==> src/rtl/writeback_stage_if.sv <==
// MEM/WB boundary bundle: M-stage fields in, W-stage results out.
// The master drives M fields and controls; the slave is the stage.
interface writeback_stage_if #(
   parameter int DATA_WIDTH = 32,
   parameter int RD_WIDTH   = 5,
   parameter int CNT_WIDTH  = 32
);
   logic                  stallW;
   logic                  flushW;
   logic                  validM;
   logic                  RegWriteM;
   logic [1:0]            ResultSrcM;
   logic [2:0]            funct3M;
   logic [RD_WIDTH-1:0]   rdM;
   logic [DATA_WIDTH-1:0] ALUoutM;
   logic [DATA_WIDTH-1:0] ReadDataM;
   logic [DATA_WIDTH-1:0] inc_PCM;
   logic [DATA_WIDTH-1:0] ImmExtM;
   logic [DATA_WIDTH-1:0] ResultW;
   logic [RD_WIDTH-1:0]   RdW;
   logic                  RegWriteW;
   logic                  validW;
   logic [CNT_WIDTH-1:0]  retire_count;

   modport master (
      output stallW, flushW, validM, RegWriteM,
      output ResultSrcM, funct3M, rdM,
      output ALUoutM, ReadDataM, inc_PCM, ImmExtM,
      input  ResultW, RdW, RegWriteW, validW,
      input  retire_count
   );

   modport slave (
      input  stallW, flushW, validM, RegWriteM,
      input  ResultSrcM, funct3M, rdM,
      input  ALUoutM, ReadDataM, inc_PCM, ImmExtM,
      output ResultW, RdW, RegWriteW, validW,
      output retire_count
   );
endinterface

==> src/rtl/writeback_stage.sv <==
// Registered writeback: MEM/WB register, load formatting,
// result select, write-enable gating and retire counting.
module writeback_stage #(
   parameter int DATA_WIDTH = 32,
   parameter int RD_WIDTH   = 5,
   parameter int CNT_WIDTH  = 32
) (
   input logic             clk,
   input logic             rst_n,
   writeback_stage_if.slave wb
);
   logic                  valid_q, valid_d;
   logic                  we_q, we_d;
   logic [1:0]            src_q, src_d;
   logic [2:0]            f3_q, f3_d;
   logic [RD_WIDTH-1:0]   rd_q, rd_d;
   logic [DATA_WIDTH-1:0] alu_q, alu_d;
   logic [DATA_WIDTH-1:0] rdat_q, rdat_d;
   logic [DATA_WIDTH-1:0] pc_q, pc_d;
   logic [DATA_WIDTH-1:0] imm_q, imm_d;
   logic [CNT_WIDTH-1:0]  cnt_q, cnt_d;

   logic [31:0]           word;
   logic [15:0]           half;
   logic [7:0]            byte_v;
   logic [DATA_WIDTH-1:0] load_v;
   logic [DATA_WIDTH-1:0] res_v;

   // Next state: flush kills the incoming entry, stall holds,
   // the retiring entry is counted whenever W is not stalled.
   always_comb begin
      valid_d = valid_q;
      we_d    = we_q;
      src_d   = src_q;
      f3_d    = f3_q;
      rd_d    = rd_q;
      alu_d   = alu_q;
      rdat_d  = rdat_q;
      pc_d    = pc_q;
      imm_d   = imm_q;
      cnt_d   = cnt_q;
      if (valid_q && !wb.stallW)
         cnt_d = cnt_q + CNT_WIDTH'(1);
      if (wb.flushW) begin
         valid_d = 1'b0;
         we_d    = 1'b0;
      end else if (!wb.stallW) begin
         valid_d = wb.validM;
         we_d    = wb.RegWriteM;
         src_d   = wb.ResultSrcM;
         f3_d    = wb.funct3M;
         rd_d    = wb.rdM;
         alu_d   = wb.ALUoutM;
         rdat_d  = wb.ReadDataM;
         pc_d    = wb.inc_PCM;
         imm_d   = wb.ImmExtM;
      end
   end

   // W register; reset drops any in-flight entry immediately.
   always_ff @(posedge clk or negedge rst_n) begin
      if (!rst_n) begin
         valid_q <= 1'b0;
         we_q    <= 1'b0;
         src_q   <= '0;
         f3_q    <= '0;
         rd_q    <= '0;
         alu_q   <= '0;
         rdat_q  <= '0;
         pc_q    <= '0;
         imm_q   <= '0;
         cnt_q   <= '0;
      end else begin
         valid_q <= valid_d;
         we_q    <= we_d;
         src_q   <= src_d;
         f3_q    <= f3_d;
         rd_q    <= rd_d;
         alu_q   <= alu_d;
         rdat_q  <= rdat_d;
         pc_q    <= pc_d;
         imm_q   <= imm_d;
         cnt_q   <= cnt_d;
      end
   end

   // Lane extraction from the low word using the address offset.
   always_comb begin
      word = rdat_q[31:0];
      half = alu_q[1] ? word[31:16] : word[15:0];
      case (alu_q[1:0])
         2'd0:    byte_v = word[7:0];
         2'd1:    byte_v = word[15:8];
         2'd2:    byte_v = word[23:16];
         default: byte_v = word[31:24];
      endcase
   end

   // Load formatting by funct3; unknown types pass the raw word.
   always_comb begin
      case (f3_q)
         3'b000:  load_v = DATA_WIDTH'($signed(byte_v));
         3'b100:  load_v = DATA_WIDTH'(byte_v);
         3'b001:  load_v = DATA_WIDTH'($signed(half));
         3'b101:  load_v = DATA_WIDTH'(half);
         3'b010:  load_v = DATA_WIDTH'($signed(word));
         default: load_v = rdat_q;
      endcase
   end

   // Result select; driven even for bubbles, the write is gated.
   always_comb begin
      case (src_q)
         2'd0:    res_v = alu_q;
         2'd1:    res_v = load_v;
         2'd2:    res_v = pc_q;
         default: res_v = imm_q;
      endcase
   end

   assign wb.ResultW      = res_v;
   assign wb.RdW          = rd_q;
   assign wb.RegWriteW    = valid_q & we_q & (rd_q != '0);
   assign wb.validW       = valid_q;
   assign wb.retire_count = cnt_q;
endmodule

==> src/flat_wrapper.sv <==
// flat-port wrapper written by rule: the top's interface ports become plain ports
module writeback_stage_flat 
#(
   parameter int DATA_WIDTH = 32,
   parameter int RD_WIDTH   = 5,
   parameter int CNT_WIDTH  = 32
)
  (clk, rst_n, wb_stallW, wb_flushW, wb_validM, wb_RegWriteM, wb_ResultSrcM, wb_funct3M, wb_rdM, wb_ALUoutM, wb_ReadDataM, wb_inc_PCM, wb_ImmExtM, wb_ResultW, wb_RdW, wb_RegWriteW, wb_validW, wb_retire_count);
  writeback_stage_if #(.DATA_WIDTH(DATA_WIDTH), .RD_WIDTH(RD_WIDTH), .CNT_WIDTH(CNT_WIDTH)) wb_i ();
  input logic clk;
  input logic rst_n;
  input wire logic [$bits(wb_i.stallW)-1:0] wb_stallW;
  input wire logic [$bits(wb_i.flushW)-1:0] wb_flushW;
  input wire logic [$bits(wb_i.validM)-1:0] wb_validM;
  input wire logic [$bits(wb_i.RegWriteM)-1:0] wb_RegWriteM;
  input wire logic [$bits(wb_i.ResultSrcM)-1:0] wb_ResultSrcM;
  input wire logic [$bits(wb_i.funct3M)-1:0] wb_funct3M;
  input wire logic [$bits(wb_i.rdM)-1:0] wb_rdM;
  input wire logic [$bits(wb_i.ALUoutM)-1:0] wb_ALUoutM;
  input wire logic [$bits(wb_i.ReadDataM)-1:0] wb_ReadDataM;
  input wire logic [$bits(wb_i.inc_PCM)-1:0] wb_inc_PCM;
  input wire logic [$bits(wb_i.ImmExtM)-1:0] wb_ImmExtM;
  output wire logic [$bits(wb_i.ResultW)-1:0] wb_ResultW;
  output wire logic [$bits(wb_i.RdW)-1:0] wb_RdW;
  output wire logic [$bits(wb_i.RegWriteW)-1:0] wb_RegWriteW;
  output wire logic [$bits(wb_i.validW)-1:0] wb_validW;
  output wire logic [$bits(wb_i.retire_count)-1:0] wb_retire_count;
  assign wb_i.stallW = wb_stallW;
  assign wb_i.flushW = wb_flushW;
  assign wb_i.validM = wb_validM;
  assign wb_i.RegWriteM = wb_RegWriteM;
  assign wb_i.ResultSrcM = wb_ResultSrcM;
  assign wb_i.funct3M = wb_funct3M;
  assign wb_i.rdM = wb_rdM;
  assign wb_i.ALUoutM = wb_ALUoutM;
  assign wb_i.ReadDataM = wb_ReadDataM;
  assign wb_i.inc_PCM = wb_inc_PCM;
  assign wb_i.ImmExtM = wb_ImmExtM;
  assign wb_ResultW = wb_i.ResultW;
  assign wb_RdW = wb_i.RdW;
  assign wb_RegWriteW = wb_i.RegWriteW;
  assign wb_validW = wb_i.validW;
  assign wb_retire_count = wb_i.retire_count;
  writeback_stage #(.DATA_WIDTH(DATA_WIDTH), .RD_WIDTH(RD_WIDTH), .CNT_WIDTH(CNT_WIDTH)) u_core (.clk(clk), .rst_n(rst_n), .wb(wb_i));
endmodule
==> config.mk <==
export PLATFORM = sky130hd
export DESIGN_NAME = writeback_stage_flat
export DESIGN_NICKNAME = d
export VERILOG_FILES = /design/src/rtl/writeback_stage_if.sv /design/src/rtl/writeback_stage.sv /design/src/flat_wrapper.sv
export SDC_FILE = /design/constraint.sdc
export NUM_CORES = 1
export LEC_CHECK = 0
export CAP_MARGIN = 5
export CORE_MARGIN = 5
export CORE_UTILIZATION = 46
export CTS_BUF_LIST = sky130_fd_sc_hd__clkbuf_8
export DETAILED_ROUTE_END_ITERATION = 7
export PLACE_DENSITY = 0.84
export SYNTH_ARGS = -nofsm -noshare
export SYNTH_HDL_FRONTEND = slang
export SYNTH_SLANG_ARGS = --single-unit
==> constraint.sdc <==
create_clock -name clk -period 1.9 [get_ports clk]
set_input_delay 0.38 -clock clk [delete_from_list [all_inputs] [get_ports clk]]
set_output_delay 0.38 -clock clk [all_outputs]
set_load 0.01 [all_outputs]
==> impl_results.md <==
* H-tree levels at 4
* Arrival time reported for the critical path endpoint at 2.25 ns
* Vias at 6577
* Core region area at between 0.015 and 0.02 mm²
* Cell row count at 48
* Commonest non-fill, non-tap cells in the layout: clkdlybuf4s50_1 (179), dfrtp_1 (157), mux2_2 (140)
* Syn Inst Count at roughly 700
* Setup violations, final at 33
* Pin count of the biggest net entering global routing at 55
* Req. time, crit path at approximately 1.5 ns
* Critical path endpoint category: output port
* Sum of buffers and inverters on the critical path at 2
* IO buf count at approximately 210
* Worst ir drop on vdd at around 0.55 mV
* Period utilisation layout at 139%
* Drt total wl at around 24 mm
* Clock-pin slew on the worst setup and hold paths at around 0.10 ns
* Number of remaining DRC errors at 0
* Class of the tightest hold or removal check: primary input to asynchronous set/reset pin
* Final setup TNS at -20.43 ns
* Total number of clock tree sinks at about 170
* Total grt overflow at 0
* Worst-Skew Late Latency at 0.46 ns
* Total standard cell area after synthesis at 0.00810 mm²
* Number of DRC markers after the initial detailed-route iteration at 382
* Initial antenna violation count at 5
* Maximum clock frequency at 380 MHz
* Result of the run: finished with violations
* Top FF cell, synth: dfrtp_1
* Violated checks: negative setup slack
* Sequential element share of the synthesized area at 53.2%
* CP startpoint kind: flop
* CTS tree: built
* Worst Max-Slew Pin Slew at 0.463 ns
* Buffer cell driving the clock tree root: clkbuf_8
* Placer Congestion at around 0.92
* Number of iterations in the first detailed-routing pass at 5
* Most frequent standard cell in the layout excluding fill and tap cells: clkdlybuf4s50_1
* Critical-path maximum fanout at 4
* Post-Synthesis Mean Instance Area at around 12 µm²
* Finished Cell Area at between 0.01 and 0.015 mm²
* Seq cells post-synth at about 170
* Critical path's slowest cell: mux4_2
* Crit path top cell by count: buf_6
* Final ANT Viol Nets at 0
* Number of ports placed on the die boundary at around 220
* Layout cells sized above 1 at 38.0%
* Final net count at about 1100
* Hpwl dp at roughly 17 mm
* Clock Tree Buf Depth at 2
* Layout Area Growth over Synthesis at 46.9%
* RSZ-0062 raised after global routing: true
* Slowest stage delay, CP at 0.54 ns
* Global-route wire length before repair at between 30 and 40 mm
* Family with the most delay on the worst path: compound AO/OA/AOI/OAI gates
* Initial core utilization at a little under half
* Layer carrying the most global-route usage: met2
* Clock period minus final worst setup slack at 2.63 ns
* Width of the die at 143 µm
* Cells along the critical path: mux4_2 > a21oi_4 > buf_6 > a221oi_2 > a221o_1 > buf_6
* Total routing usage reported by global routing at roughly a quarter
* Number of maximum-capacitance violations at 0
* GR met1 Demand/Resource at between 30% and 40%
* Number of slew-limit violations in the final report at 0
* Final Hold Violating Endpoints at 0
* Maximum clock skew at final layout at 0.0158 ns
* Synthesized net count at around 830
* Vias in the first global route at between 6000 and 7000
* Global-route track usage on met3 at under 10%
* Vertical die dimension at ~140 µm
* Number of enable flip-flop cells after synthesis at 0
* Routed length per instance at 19.9 µm
* Share of async-settable or async-resettable flops after synthesis at between 90% and 100%
* Dpl ws at -0.583 ns
* Leak at around 5 nW
* Power density normalized to cell area at approximately 860 mW/mm²
* Area post-placement at 0.0111 mm²
* Die area at between 0.02 and 0.025 mm²
* Headroom to the max-slew limit at between 60% and 70%
* Number of vias per cell at around 5.5
* Library cells used by synthesis at 47
* Yosys warning total at 0
* Final Util at 68.8%
* CTS buffer count at 17
* Crit path kind: flop to output port
* Met2 Track Usage GR at around 37%
* Total Power at between 10 and 15 mW
* Final worst setup slack at -0.734 ns
## flip-flops by register name, indices dropped and copies added, names as in the netlist
name                    count
u_core.src_q                2
u_core.f3_q                 3
u_core.alu_q               32
u_core.wb.retire_count     32
u_core.wb.RdW               5
u_core.we_q                 1
u_core.rdat_q              32
u_core.imm_q               32
u_core.pc_q                32
u_core.wb.validW            1
## layer usage
| metal | vias up | share of wire, % | wire length [µm] |
|---|---|---|---|
| met1 | 3219 | 41 | 9740 |
| li1 | 3028 | - | - |
| met2 | 277 | 47 | 11400 |
| met4 | 4 | 3.1 | 753 |
| met5 | - | 0.079 | 19 |
| met3 | 49 | 8.8 | 2110 |
## cells in the mapped netlist (11+ instances only)
library cell  number  area [µm²]
nand2_1           61         229
a21oi_1           20         100
clkbuf_1          20        75.1
a31oi_1           18         113
inv_1             14        52.6
nand4_1           11        68.8
mux2_2           145        1630
dfrtp_1          172        4300
o21ai_0           45         225
nor2_1            28         105
buf_2             22         110
xnor2_1           24         210
## stage by stage
| step | hold WS (ns) | instances |
|---|---|---|
| after detailed placement | 0.338 | 1150 |
| after CTS | 0.396 | 1192 |
| after floorplan | 0.0844 | 680 |
| after global placement | 0.335 | 1150 |
| after global routing | 0.406 | 1206 |
| final | 0.402 | 1206 |
## final cells by class
cell class / instances / area (µm²)
multi-input combinational: 450 / 3830
clock inverter: 13 / 153
inverter: 14 / 52.6
tap: 225 / 282
fill: 1252 / 5400
sequential: 172 / 4320
antenna: 3 / 7.51
timing repair buffer: 310 / 2980
clock buffer: 19 / 262
## path summary, 6_finish.rpt
kind | startpoint | endpoint | slack [ns] | cells past startpoint
setup reg to reg | u_core.wb.retire_count[3]$_DFFE_PN0P_ | u_core.wb.retire_count[25]$_DFFE_PN0P_ | 0.25 | 5
max in group asynchronous | rst_n | u_core.wb.retire_count[6]$_DFFE_PN0P_ | 0.84 | 3
hold reg to reg | u_core.wb.retire_count[31]$_DFFE_PN0P_ | u_core.wb.retire_count[31]$_DFFE_PN0P_ | 0.49 | 1
hold / removal | rst_n | u_core.wb.retire_count[16]$_DFFE_PN0P_ | 0.40 | 2
min in group clk | wb_ReadDataM[8] | u_core.rdat_q[8]$_DFFE_PN0P_ | 0.47 | 3
setup / recovery | u_core.alu_q[0]$_DFFE_PN0P_ | wb_ResultW[8] | -0.73 | 6
## timing repair
action	in CTS	in global routing
gates resized for setup	183	56
buffers inserted	8	10
endpoints found under the hold margin	38	0
cloned	1	1
setup endpoints to repair	38	46
pin swaps	15	11
hold buffers	1	0
## power breakdown
group          switching, mW  internal (mW)
logic                   1.43           1.69
clock network           1.43           1.27
registers              0.323           4.13
total                   3.18           7.10
## kinds of logic after synthesis
family	synth area share, %
AOI/OAI and AO/OA	9.60
adders and majority gates	0.154
and+or+nand+nor	8.67
muxes	22.0
xor gates and xnor gates	3.35
buffers and inverters	3.12
DFF	53.2
Power figures use the tool's default switching activity.
